==> src/rtl/riscv_i32_debug_issue_if.sv <==
// Debug-access bundle: abstract-command request/response plus the debug
// instruction channel toward the pipeline and its ack/result return path.
interface riscv_i32_debug_issue_if;
    logic        dbg_req_valid;
    logic        dbg_req_ready;
    logic        dbg_req_write;
    logic        dbg_req_is_gpr;
    logic [11:0] dbg_req_address;
    logic [31:0] dbg_req_data;

    logic        dbg_resp_valid;
    logic        dbg_resp_ready;
    logic [31:0] dbg_resp_data;
    logic        dbg_resp_error;

    logic        instruction__debug__valid;
    logic [1:0]  instruction__debug__debug_op;
    logic [15:0] instruction__debug__data;
    logic [31:0] instruction__data;

    logic        pipeline_debug_ack;
    logic        pipeline_result_valid;
    logic [31:0] pipeline_result_data;

    // Sequencer side: initiates debug instructions, answers debug requests.
    modport master (
        input  dbg_req_valid, dbg_req_write, dbg_req_is_gpr, dbg_req_address, dbg_req_data,
        output dbg_req_ready,
        output dbg_resp_valid, dbg_resp_data, dbg_resp_error,
        input  dbg_resp_ready,
        output instruction__debug__valid, instruction__debug__debug_op,
        output instruction__debug__data, instruction__data,
        input  pipeline_debug_ack, pipeline_result_valid, pipeline_result_data
    );

    // Environment side: debug module plus pipeline.
    modport slave (
        output dbg_req_valid, dbg_req_write, dbg_req_is_gpr, dbg_req_address, dbg_req_data,
        input  dbg_req_ready,
        input  dbg_resp_valid, dbg_resp_data, dbg_resp_error,
        output dbg_resp_ready,
        input  instruction__debug__valid, instruction__debug__debug_op,
        input  instruction__debug__data, instruction__data,
        output pipeline_debug_ack, pipeline_result_valid, pipeline_result_data
    );
endinterface

==> src/rtl/riscv_i32_debug_issue.sv <==
// Debug access sequencer: turns one GPR/CSR request into a debug instruction,
// waits for the pipeline to finish (or time out) and returns one response.
module riscv_i32_debug_issue #(
    parameter int unsigned TIMEOUT_CYCLES = 255
) (
    input  logic                           clk,
    input  logic                           reset_n,
    input  logic                           riscv_config__e32,
    riscv_i32_debug_issue_if.master        bus
);

    typedef enum logic [1:0] {
        S_IDLE    = 2'd0,
        S_ISSUE   = 2'd1,
        S_WAIT    = 2'd2,
        S_RESPOND = 2'd3
    } state_e;

    localparam logic [7:0] TIMEOUT_LIMIT = TIMEOUT_CYCLES[7:0];

    state_e      state_q, state_d;
    logic [7:0]  timer_q, timer_d;
    logic        write_q, write_d;
    logic        req_ready_q, req_ready_d;
    logic        instr_valid_q, instr_valid_d;
    logic [1:0]  instr_op_q, instr_op_d;
    logic [15:0] instr_dbg_data_q, instr_dbg_data_d;
    logic [31:0] instr_data_q, instr_data_d;
    logic        resp_valid_q, resp_valid_d;
    logic [31:0] resp_data_q, resp_data_d;
    logic        resp_error_q, resp_error_d;

    logic req_fire;
    logic req_illegal;
    logic timed_out;
    logic result_taken;

    assign req_fire    = bus.dbg_req_valid & req_ready_q;
    // GPR numbers are 5 bits; RV32E additionally drops x16..x31.
    assign req_illegal = bus.dbg_req_is_gpr &
                         ((riscv_config__e32 & bus.dbg_req_address[4]) |
                          (bus.dbg_req_address[11:5] != 7'd0));
    // Timer reaches the limit at the start of the last permitted cycle.
    assign timed_out   = (timer_q == TIMEOUT_LIMIT);
    // A result only counts once the instruction has been accepted.
    assign result_taken = bus.pipeline_result_valid &
                          ((state_q == S_WAIT) ||
                           (state_q == S_ISSUE && bus.pipeline_debug_ack));

    always_ff @(posedge clk or negedge reset_n) begin
        if (!reset_n) begin
            state_q <= S_IDLE;
        end else begin
            state_q <= state_d;
        end
    end

    always_comb begin
        state_d = state_q;
        unique case (state_q)
            S_IDLE: begin
                if (req_fire) begin
                    state_d = req_illegal ? S_RESPOND : S_ISSUE;
                end
            end
            S_ISSUE: begin
                if (result_taken || timed_out) begin
                    state_d = S_RESPOND;
                end else if (bus.pipeline_debug_ack) begin
                    state_d = S_WAIT;
                end
            end
            S_WAIT: begin
                if (result_taken || timed_out) begin
                    state_d = S_RESPOND;
                end
            end
            S_RESPOND: begin
                if (bus.dbg_resp_ready) begin
                    state_d = S_IDLE;
                end
            end
            default: state_d = S_IDLE;
        endcase
    end

    always_comb begin
        timer_d          = timer_q;
        write_d          = write_q;
        instr_valid_d    = instr_valid_q;
        instr_op_d       = instr_op_q;
        instr_dbg_data_d = instr_dbg_data_q;
        instr_data_d     = instr_data_q;
        resp_valid_d     = resp_valid_q;
        resp_data_d      = resp_data_q;
        resp_error_d     = resp_error_q;

        unique case (state_q)
            S_IDLE: begin
                if (req_fire) begin
                    write_d = bus.dbg_req_write;
                    if (req_illegal) begin
                        resp_valid_d = 1'b1;
                        resp_error_d = 1'b1;
                        resp_data_d  = 32'd0;
                    end else begin
                        instr_valid_d    = 1'b1;
                        instr_op_d       = {1'b0, bus.dbg_req_write};
                        instr_dbg_data_d = bus.dbg_req_is_gpr ?
                                           {3'b000, 1'b1, 7'd0, bus.dbg_req_address[4:0]} :
                                           {3'b000, 1'b0, bus.dbg_req_address};
                        instr_data_d     = bus.dbg_req_write ? bus.dbg_req_data : 32'd0;
                        timer_d          = 8'd0;
                    end
                end
            end
            S_ISSUE, S_WAIT: begin
                timer_d = timer_q + 8'd1;
                if (bus.pipeline_debug_ack || timed_out) begin
                    instr_valid_d = 1'b0;
                end
                // A result in the timeout cycle still wins over the error.
                if (result_taken) begin
                    instr_valid_d = 1'b0;
                    resp_valid_d  = 1'b1;
                    resp_error_d  = 1'b0;
                    resp_data_d   = write_q ? 32'd0 : bus.pipeline_result_data;
                end else if (timed_out) begin
                    resp_valid_d = 1'b1;
                    resp_error_d = 1'b1;
                    resp_data_d  = 32'd0;
                end
            end
            S_RESPOND: begin
                if (bus.dbg_resp_ready) begin
                    resp_valid_d = 1'b0;
                    resp_error_d = 1'b0;
                    resp_data_d  = 32'd0;
                end
            end
            default: ;
        endcase
    end

    assign req_ready_d = (state_d == S_IDLE);

    always_ff @(posedge clk or negedge reset_n) begin
        if (!reset_n) begin
            timer_q          <= 8'd0;
            write_q          <= 1'b0;
            req_ready_q      <= 1'b1;
            instr_valid_q    <= 1'b0;
            instr_op_q       <= 2'd0;
            instr_dbg_data_q <= 16'd0;
            instr_data_q     <= 32'd0;
            resp_valid_q     <= 1'b0;
            resp_data_q      <= 32'd0;
            resp_error_q     <= 1'b0;
        end else begin
            timer_q          <= timer_d;
            write_q          <= write_d;
            req_ready_q      <= req_ready_d;
            instr_valid_q    <= instr_valid_d;
            instr_op_q       <= instr_op_d;
            instr_dbg_data_q <= instr_dbg_data_d;
            instr_data_q     <= instr_data_d;
            resp_valid_q     <= resp_valid_d;
            resp_data_q      <= resp_data_d;
            resp_error_q     <= resp_error_d;
        end
    end

    assign bus.dbg_req_ready                = req_ready_q;
    assign bus.dbg_resp_valid               = resp_valid_q;
    assign bus.dbg_resp_data                = resp_data_q;
    assign bus.dbg_resp_error               = resp_error_q;
    assign bus.instruction__debug__valid    = instr_valid_q;
    assign bus.instruction__debug__debug_op = instr_op_q;
    assign bus.instruction__debug__data     = instr_dbg_data_q;
    assign bus.instruction__data            = instr_data_q;

endmodule

==> src/flat_wrapper.sv <==
// flat-port wrapper written by rule: the top's interface ports become plain ports
module riscv_i32_debug_issue_flat 
#(
    parameter int unsigned TIMEOUT_CYCLES = 255
)
  (clk, reset_n, riscv_config__e32, bus_dbg_req_valid, bus_dbg_req_write, bus_dbg_req_is_gpr, bus_dbg_req_address, bus_dbg_req_data, bus_dbg_req_ready, bus_dbg_resp_valid, bus_dbg_resp_data, bus_dbg_resp_error, bus_dbg_resp_ready, bus_instruction__debug__valid, bus_instruction__debug__debug_op, bus_instruction__debug__data, bus_instruction__data, bus_pipeline_debug_ack, bus_pipeline_result_valid, bus_pipeline_result_data);
  riscv_i32_debug_issue_if bus_i ();
  input  logic clk;
  input  logic reset_n;
  input  logic riscv_config__e32;
  input wire logic [$bits(bus_i.dbg_req_valid)-1:0] bus_dbg_req_valid;
  input wire logic [$bits(bus_i.dbg_req_write)-1:0] bus_dbg_req_write;
  input wire logic [$bits(bus_i.dbg_req_is_gpr)-1:0] bus_dbg_req_is_gpr;
  input wire logic [$bits(bus_i.dbg_req_address)-1:0] bus_dbg_req_address;
  input wire logic [$bits(bus_i.dbg_req_data)-1:0] bus_dbg_req_data;
  output wire logic [$bits(bus_i.dbg_req_ready)-1:0] bus_dbg_req_ready;
  output wire logic [$bits(bus_i.dbg_resp_valid)-1:0] bus_dbg_resp_valid;
  output wire logic [$bits(bus_i.dbg_resp_data)-1:0] bus_dbg_resp_data;
  output wire logic [$bits(bus_i.dbg_resp_error)-1:0] bus_dbg_resp_error;
  input wire logic [$bits(bus_i.dbg_resp_ready)-1:0] bus_dbg_resp_ready;
  output wire logic [$bits(bus_i.instruction__debug__valid)-1:0] bus_instruction__debug__valid;
  output wire logic [$bits(bus_i.instruction__debug__debug_op)-1:0] bus_instruction__debug__debug_op;
  output wire logic [$bits(bus_i.instruction__debug__data)-1:0] bus_instruction__debug__data;
  output wire logic [$bits(bus_i.instruction__data)-1:0] bus_instruction__data;
  input wire logic [$bits(bus_i.pipeline_debug_ack)-1:0] bus_pipeline_debug_ack;
  input wire logic [$bits(bus_i.pipeline_result_valid)-1:0] bus_pipeline_result_valid;
  input wire logic [$bits(bus_i.pipeline_result_data)-1:0] bus_pipeline_result_data;
  assign bus_i.dbg_req_valid = bus_dbg_req_valid;
  assign bus_i.dbg_req_write = bus_dbg_req_write;
  assign bus_i.dbg_req_is_gpr = bus_dbg_req_is_gpr;
  assign bus_i.dbg_req_address = bus_dbg_req_address;
  assign bus_i.dbg_req_data = bus_dbg_req_data;
  assign bus_dbg_req_ready = bus_i.dbg_req_ready;
  assign bus_dbg_resp_valid = bus_i.dbg_resp_valid;
  assign bus_dbg_resp_data = bus_i.dbg_resp_data;
  assign bus_dbg_resp_error = bus_i.dbg_resp_error;
  assign bus_i.dbg_resp_ready = bus_dbg_resp_ready;
  assign bus_instruction__debug__valid = bus_i.instruction__debug__valid;
  assign bus_instruction__debug__debug_op = bus_i.instruction__debug__debug_op;
  assign bus_instruction__debug__data = bus_i.instruction__debug__data;
  assign bus_instruction__data = bus_i.instruction__data;
  assign bus_i.pipeline_debug_ack = bus_pipeline_debug_ack;
  assign bus_i.pipeline_result_valid = bus_pipeline_result_valid;
  assign bus_i.pipeline_result_data = bus_pipeline_result_data;
  riscv_i32_debug_issue #(.TIMEOUT_CYCLES(TIMEOUT_CYCLES)) u_core (.clk(clk), .reset_n(reset_n), .riscv_config__e32(riscv_config__e32), .bus(bus_i));
endmodule
==> config.mk <==
export PLATFORM = sky130hd
export DESIGN_NAME = riscv_i32_debug_issue_flat
export DESIGN_NICKNAME = d
export VERILOG_FILES = /design/src/rtl/riscv_i32_debug_issue_if.sv /design/src/rtl/riscv_i32_debug_issue.sv /design/src/flat_wrapper.sv
export SDC_FILE = /design/constraint.sdc
export NUM_CORES = 1
export LEC_CHECK = 0
export ABC_AREA = 1
export CAP_MARGIN = 20
export CORE_MARGIN = 10
export CORE_UTILIZATION = 45
export DETAILED_ROUTE_END_ITERATION = 10
export DONT_BUFFER_PORTS = 1
export PLACE_DENSITY = 0.63
export SYNTH_ARGS = -nofsm -noshare
export SYNTH_HDL_FRONTEND = slang
export SYNTH_SLANG_ARGS = --single-unit
==> constraint.sdc <==
create_clock -name clk -period 2.1 [get_ports clk]
set_clock_uncertainty 0.2 [all_clocks]
set_input_delay 0.105 -clock clk [delete_from_list [all_inputs] [get_ports clk]]
set_output_delay 0.105 -clock clk [all_outputs]
set_load 0.01 [all_outputs]
==> run metrics, run 1 <==
switching share of power 0.4238; top-count cell post-synth nand2_1; clock tree sinks 93; Avg Cell Area, Syn 7.918 µm²; layout cell share with drive strength beyond 1 0.07477; CP Max Fanout 39; clk root buf clkbuf_8; Slew Limit Fails 0; placed cell area 0.004516 mm²; Max Cap Viol 0; count of final hold-check violations 93; critical path startpoint u_core.state_q[1]; Crit-path slowest cell dfrtp_2; Post-synth EDFFs 0; Worst Path Required 2.17 ns; Critical Setup Path Class reg -> reg; first-pass GRT wire length 19.73 mm; clk_lat worst skew 0.37 ns; failing checks hold timing; Yosys reg bits 93; CP Launch Type register; PortBufs 0; Crit. path cell count 7; number of nets in the layout 728; total core area 0.009371 mm²; via count 3727; grt ovf 0; GRT Overall Usage 0.1691; TNS Setup 0 ns; Worst path top cell family by delay flip-flops; CTS Buffer Depth 2; FF-to-FF path depth 7; Worst Setup EP u_core.bus.instruction__debug__debug_op[0]; net switching power 2.828 mW; Placed Cells 670; clk slew on worst S/H paths 0.10 ns; Final Setup Violations 0; per-cell routed wire length 16.08 µm; DRC violations left 0; DR pass1 iterations 5; Min Clock Period, post-route 1.959 ns; fin cells 771; Detail Route Antenna Nets 0; Leak 3.071 nW; full die area 0.01410 mm²; area leader, netlist dfrtp_1; 1st-iter DRT viols 274; # rows 35; Commonest cells post-synth nand2_1, dfrtp_1, inv_1; number of global-route vias before repair 3748; Design Area, Final 0.005595 mm²; WP buf/inv 3; ys async rst share 1.000; Sequential Power Share 0.450; Die Y-Extent 118.7 µm; synth warn 0; slowest stage delay, CP 0.45 ns; part of the Yosys area used for sequential elements 0.5308; arrival time at the worst endpoint 2.02 ns; dpl ws 0.08897 ns; final WL 12.40 mm; R2R Setup Slk 0.14 ns; Boundary Pins 171; RR Startpoint u_core.state_q[1]; FMAX 510.5 MHz; dpl hpwl 8.043 mm; Clock Power Share 0.189; CTS Buf Count 9; status finished with violations; FF-to-FF End u_core.bus.instruction__debug__debug_op[0]; top cell type's share of synthesized area 0.5248; VDD IR max 0.4953 mV; diodes inserted 0; Mapped Cells 554; CTS hold repair buffers 81; Die W 118.7 µm; Layout area overhead 27.55%; via/cell ratio 4.834; Comb power frac 0.361; fin crit share 0.9327; Initial Utilization 0.4681; pwr/cell area 1192 mW/mm²; CTS tree yes; initial antenna violation count 0; Worst Setup End Kind register; cell area after synthesis 0.004387 mm²; RSZ-0062 raised after global routing false; count of cell types in the netlist 30; H-tree levels 3; GP Congestion 0.8017; Hold Crit Class in -> async; internal power 3.844 mW; top post-synthesis cells by area dfrtp_1, nand2_1, nand3_1; Cell Chain, Critical Path inv_1 -> ha_1 -> inv_2 -> nor2_4 -> nand2_4 -> buf_12 -> a21o_1; Top FF cell, synth dfrtp_1; Final Util 0.5971; Setup WS post-layout 0.1413 ns; largest net degree at the start of global routing 94; Hold Slack -0.7802 ns
-- worst min-delay path by stage --
stage,startpoint,to,slack (ns),depth (start not counted)
finish,reset_n,u_core.bus.dbg_resp_data[11],-0.78,0
global route,reset_n,u_core.bus.instruction__data[27],-0.81,0
CTS,reset_n,u_core.bus.instruction__data[3],-0.80,0
detailed placement,reset_n,u_core.bus.dbg_resp_data[11],-0.39,0
global placement,reset_n,u_core.bus.dbg_resp_data[11],-0.39,0
floorplan,reset_n,u_core.bus.dbg_resp_data[0],-0.39,0
-- final cells by class --
class                      count  area [µm²]
timing repair buffer          94       983.4
clock inverter                 7       81.33
inverter                      53       198.9
multi-input combinational    386        1717
tap                          129       161.4
clock buffer                   9       123.9
sequential                    93        2330
fill                         794        3776
-- cells by family after synthesis --
| kind of cell | after synthesis | share of synthesized area |
|---|---|---|
| AO/OA/AOI/OAI | 13 | 0.02225 |
| flip-flops | 93 | 0.5308 |
| XOR/XNOR | 4 | 0.007988 |
| AND/OR/NAND/NOR | 358 | 0.3343 |
| other | 1 | 0.0008549 |
| buffers and inverters | 79 | 0.08671 |
| adder cells (fa/ha/maj) | 6 | 0.01711 |
-- routing by layer --
| layer | vias to the layer above | global-route usage | wire length (µm) |
|---|---|---|---|
| li1 | 1833 | - | - |
| met1 | 1725 | 0.1912 | 4945 |
| met2 | 152 | 0.2815 | 6014 |
| met3 | 17 | 0.07282 | 1244 |
| met4 | 0 | 0.05420 | 196 |
| met5 | - | 0 | 0 |
-- timing repair --
action                                  CTS  global route
endpoints found under the hold margin   176            93
resized for setup                         0             4
endpoints found under the setup margin    0            46
setup buffers                             0             3
-- per-stage QoR --
step	hold slack (ns)	total power, mW
4_1_cts	-0.7987	6.523
6_report	-0.7802	6.672
3_5_place_dp	-0.3872	5.114
3_3_place_gp	-0.3865	5.056
5_1_grt	-0.8142	7.179
2_1_floorplan	-0.3906	4.540
-- sequential cells by signal, summed over array words and instances, names as in the netlist --
signal,flops
u_core.bus.dbg_resp_data,32
u_core.bus.dbg_req_ready,1
u_core.bus.dbg_resp_error,1
u_core.state_q,2
u_core.bus.instruction__data,32
u_core.timer_q,8
u_core.bus.instruction__debug__valid,1
u_core.write_q,1
u_core.bus.instruction__debug__data,13
u_core.bus.dbg_resp_valid,1
u_core.bus.instruction__debug__debug_op,1
-- worst reg2reg max path, cell delays in order, from the launching register on --
cell and delay (ns):
dfrtp_2 0.45, inv_1 0.11, ha_1 0.27, inv_2 0.10, nor2_4 0.17, nand2_4 0.16
buf_12 0.21, a21o_1 0.19
-- power by group through the flow --
stage	clock network [mW]	logic (mW)	registers (mW)
after detailed placement	0	2.07	3.05
after CTS	1.31	2.19	3.02
after global placement	0	2.02	3.04
after global routing	1.38	2.71	3.09
after floorplan	0	1.67	2.87
final	1.26	2.41	3.00
-- placed cells by master, fill, tap and decap left out, types with 2 or more instances in the layout --
cell	count
nand3_1	46
o21ai_0	7
nand2_2	5
inv_8	2
nand4_1	4
xor2_1	3
nand2_4	3
ha_1	6
buf_4	7
clkbuf_8	9
buf_12	6
nand2_1	244
conb_1	4
a21oi_1	2
clkinvlp_4	2
nor2_1	49
dlygate4sd3_1	81
inv_2	2
dfrtp_1	91
nor2_4	2
inv_1	51
(Power assumes the default switching activity.)
==> run 2, diff against run 1 <==
--- a/config.mk
+++ b/config.mk
@@ -12,6 +12,7 @@
 export DETAILED_ROUTE_END_ITERATION = 10
 export DONT_BUFFER_PORTS = 1
 export PLACE_DENSITY = 0.63
+export RECOVER_POWER = 100
 export SYNTH_ARGS = -nofsm -noshare
 export SYNTH_HDL_FRONTEND = slang
 export SYNTH_SLANG_ARGS = --single-unit
==> run 2 against run 1 <==
  * The run still ends with hold timing left
  * Die area did not move
  * Global-route usage stayed put
  * Clock-buffer cell count unchanged
  * Sequential share of layout area up 0.065 points
  * Largest cell class unchanged
  * Largest power group unchanged
  * Highest routed layer unchanged
==> run metrics, run 2 (same netlist as run 1, synthesis figures left out) <==
status finished with violations (unchanged); failing checks hold timing (unchanged); clk root buf clkbuf_8 (unchanged); final WL 12.37 mm (was 12.40 mm); fin crit share 0.9392 (was 0.9327); largest net degree at the start of global routing 94 (unchanged); diodes inserted 0 (unchanged); layout cell share with drive strength beyond 1 0.07009 (was 0.07477); grt ovf 0 (unchanged); Hold Crit Class in -> async (unchanged); FILL cells 797 (was 794); CP Launch Type register (unchanged); arrival time at the worst endpoint 2.03 ns (was 2.02 ns); via/cell ratio 4.822 (was 4.834); 1st-iter DRT viols 286 (was 274); via count 3718 (was 3727); CTS tree yes (unchanged); DR pass1 iterations 4 (was 5); Leak 3.066 nW (was 3.071 nW); CP Max Fanout 39 (unchanged); per-cell routed wire length 16.05 µm (was 16.08 µm); dpl hpwl 8.043 mm (unchanged); Max Cap Viol 0 (unchanged); VDD IR max 0.4947 mV (was 0.4953 mV); Layout area overhead 27.35% (was 27.55%); Initial Utilization 0.4681 (unchanged); Min Clock Period, post-route 1.972 ns (was 1.959 ns); GP Congestion 0.8017 (unchanged); Worst Path Required 2.16 ns (was 2.17 ns); FMAX 507.0 MHz (was 510.5 MHz); # rows 35 (unchanged); first-pass GRT wire length 19.73 mm (unchanged); number of global-route vias before repair 3748 (unchanged); PortBufs 0 (unchanged); Critical Setup Path Class reg -> reg (unchanged); TNS Setup 0 ns (unchanged); clk slew on worst S/H paths 0.10 ns (about the same); clk_lat worst skew 0.37 ns (about the same); DRC violations left 0 (unchanged); RSZ-0062 raised after global routing false (unchanged); full die area 0.01410 mm² (unchanged); Detail Route Antenna Nets 0 (unchanged); Boundary Pins 171 (unchanged); number of nets in the layout 728 (unchanged); CTS Buffer Depth 2 (unchanged); count of final hold-check violations 93 (unchanged); GRT Overall Usage 0.1691 (unchanged); Final Setup Violations 0 (unchanged); CTS hold repair buffers 81 (unchanged); Hold Slack -0.7827 ns (was -0.7802 ns); total core area 0.009371 mm² (unchanged); Die Y-Extent 118.7 µm (unchanged); most common cell after layout, fill and taps aside nand2_1 (unchanged); initial antenna violation count 0 (unchanged); H-tree levels 3 (unchanged); Die W 118.7 µm (unchanged); Slew Limit Fails 0 (unchanged); Worst Setup End Kind register (unchanged); clock tree sinks 93 (unchanged); most frequent cells in the layout nand2_1, dfrtp_1, dlygate4sd3_1 (unchanged); pwr/cell area 1191 mW/mm² (was 1192 mW/mm²); CTS Buf Count 9 (unchanged)
## run 2: cell types whose count changed in the layout (fill, tap and decap cells not counted), sizes merged
cell    delta
clkbuf     +1
buf        -1
## run 2: report_power, final
part	leakage, nW	switching, mW	internal (mW)
sequential	1.24	0.670	2.33
combinational	1.73	1.46	0.934
clock	0.0997	0.693	0.569
## run 2: metal layers
| metal | part of all wire | up-vias | wire, µm | track usage |
|---|---|---|---|---|
| met1 | 0.40 | 1715 | 4963 | 0.1912 |
| li1 | - | 1834 | - | - |
| met4 | 0.016 | 0 | 196 | 0.05420 |
| met5 | 0 | - | 0 | 0 |
| met3 | 0.098 | 17 | 1211 | 0.07282 |
| met2 | 0.49 | 152 | 6001 | 0.2815 |
## run 2: layout make-up
cell class,count,area (µm²),area share
timing repair buffer,94,974.7,0.1745
clock inverter,7,81.33,0.01456
clock buffer,9,123.9,0.02217
multi-input combinational,386,1717,0.3073
inverter,53,198.9,0.03561
tap,129,161.4,0.02889
sequential,93,2330,0.4170
## run 2: final timing paths
path / startpoint / endpoint / slack (ns) / cells past startpoint
setup / recovery: u_core.state_q[1] / u_core.bus.instruction__debug__debug_op[0] / 0.13 / 7
hold reg to reg: u_core.timer_q[1] / u_core.timer_q[1] / 0.36 / 2
min in group clk: bus_dbg_req_address[9] / u_core.bus.instruction__debug__valid / 0.05 / 8
setup reg to reg: u_core.state_q[1] / u_core.bus.instruction__debug__debug_op[0] / 0.13 / 7
hold / removal: reset_n / u_core.bus.dbg_resp_data[11] / -0.78 / 0
max in group asynchronous: reset_n / u_core.bus.dbg_req_ready / 2.31 / 0
## run 2: stage by stage
| step | cell area [µm²] | setup WS (ns) | utilization | std cells | power [mW] |
|---|---|---|---|---|---|
| finish | 5587 | 0.1277 | 0.5961 | 771 | 6.655 |
| global route | 5587 | 0.01794 | 0.5961 | 771 | 7.164 |
| CTS | 5532 | 0.07228 | 0.5903 | 767 | 6.523 |
| detailed placement | 4516 | 0.08897 | 0.4818 | 670 | 5.114 |
| global placement | 4516 | 0.1417 | 0.4818 | 670 | 5.056 |
| floorplan | 4398 | 0.2181 | - | 557 | 4.540 |
## run 2: critical path: stages, from the launching register on
cell     delay (ns)
dfrtp_2        0.45
inv_1          0.11
ha_1           0.27
inv_2          0.10
nor2_4         0.17
nand2_4        0.15
buf_8          0.22
a21o_1         0.18
## run 2: repair_timing
action	in CTS	in global routing
hold endpoints to repair	176	93
gates resized for setup	0	4
setup buffers	0	3
endpoints found under the setup margin	0	46
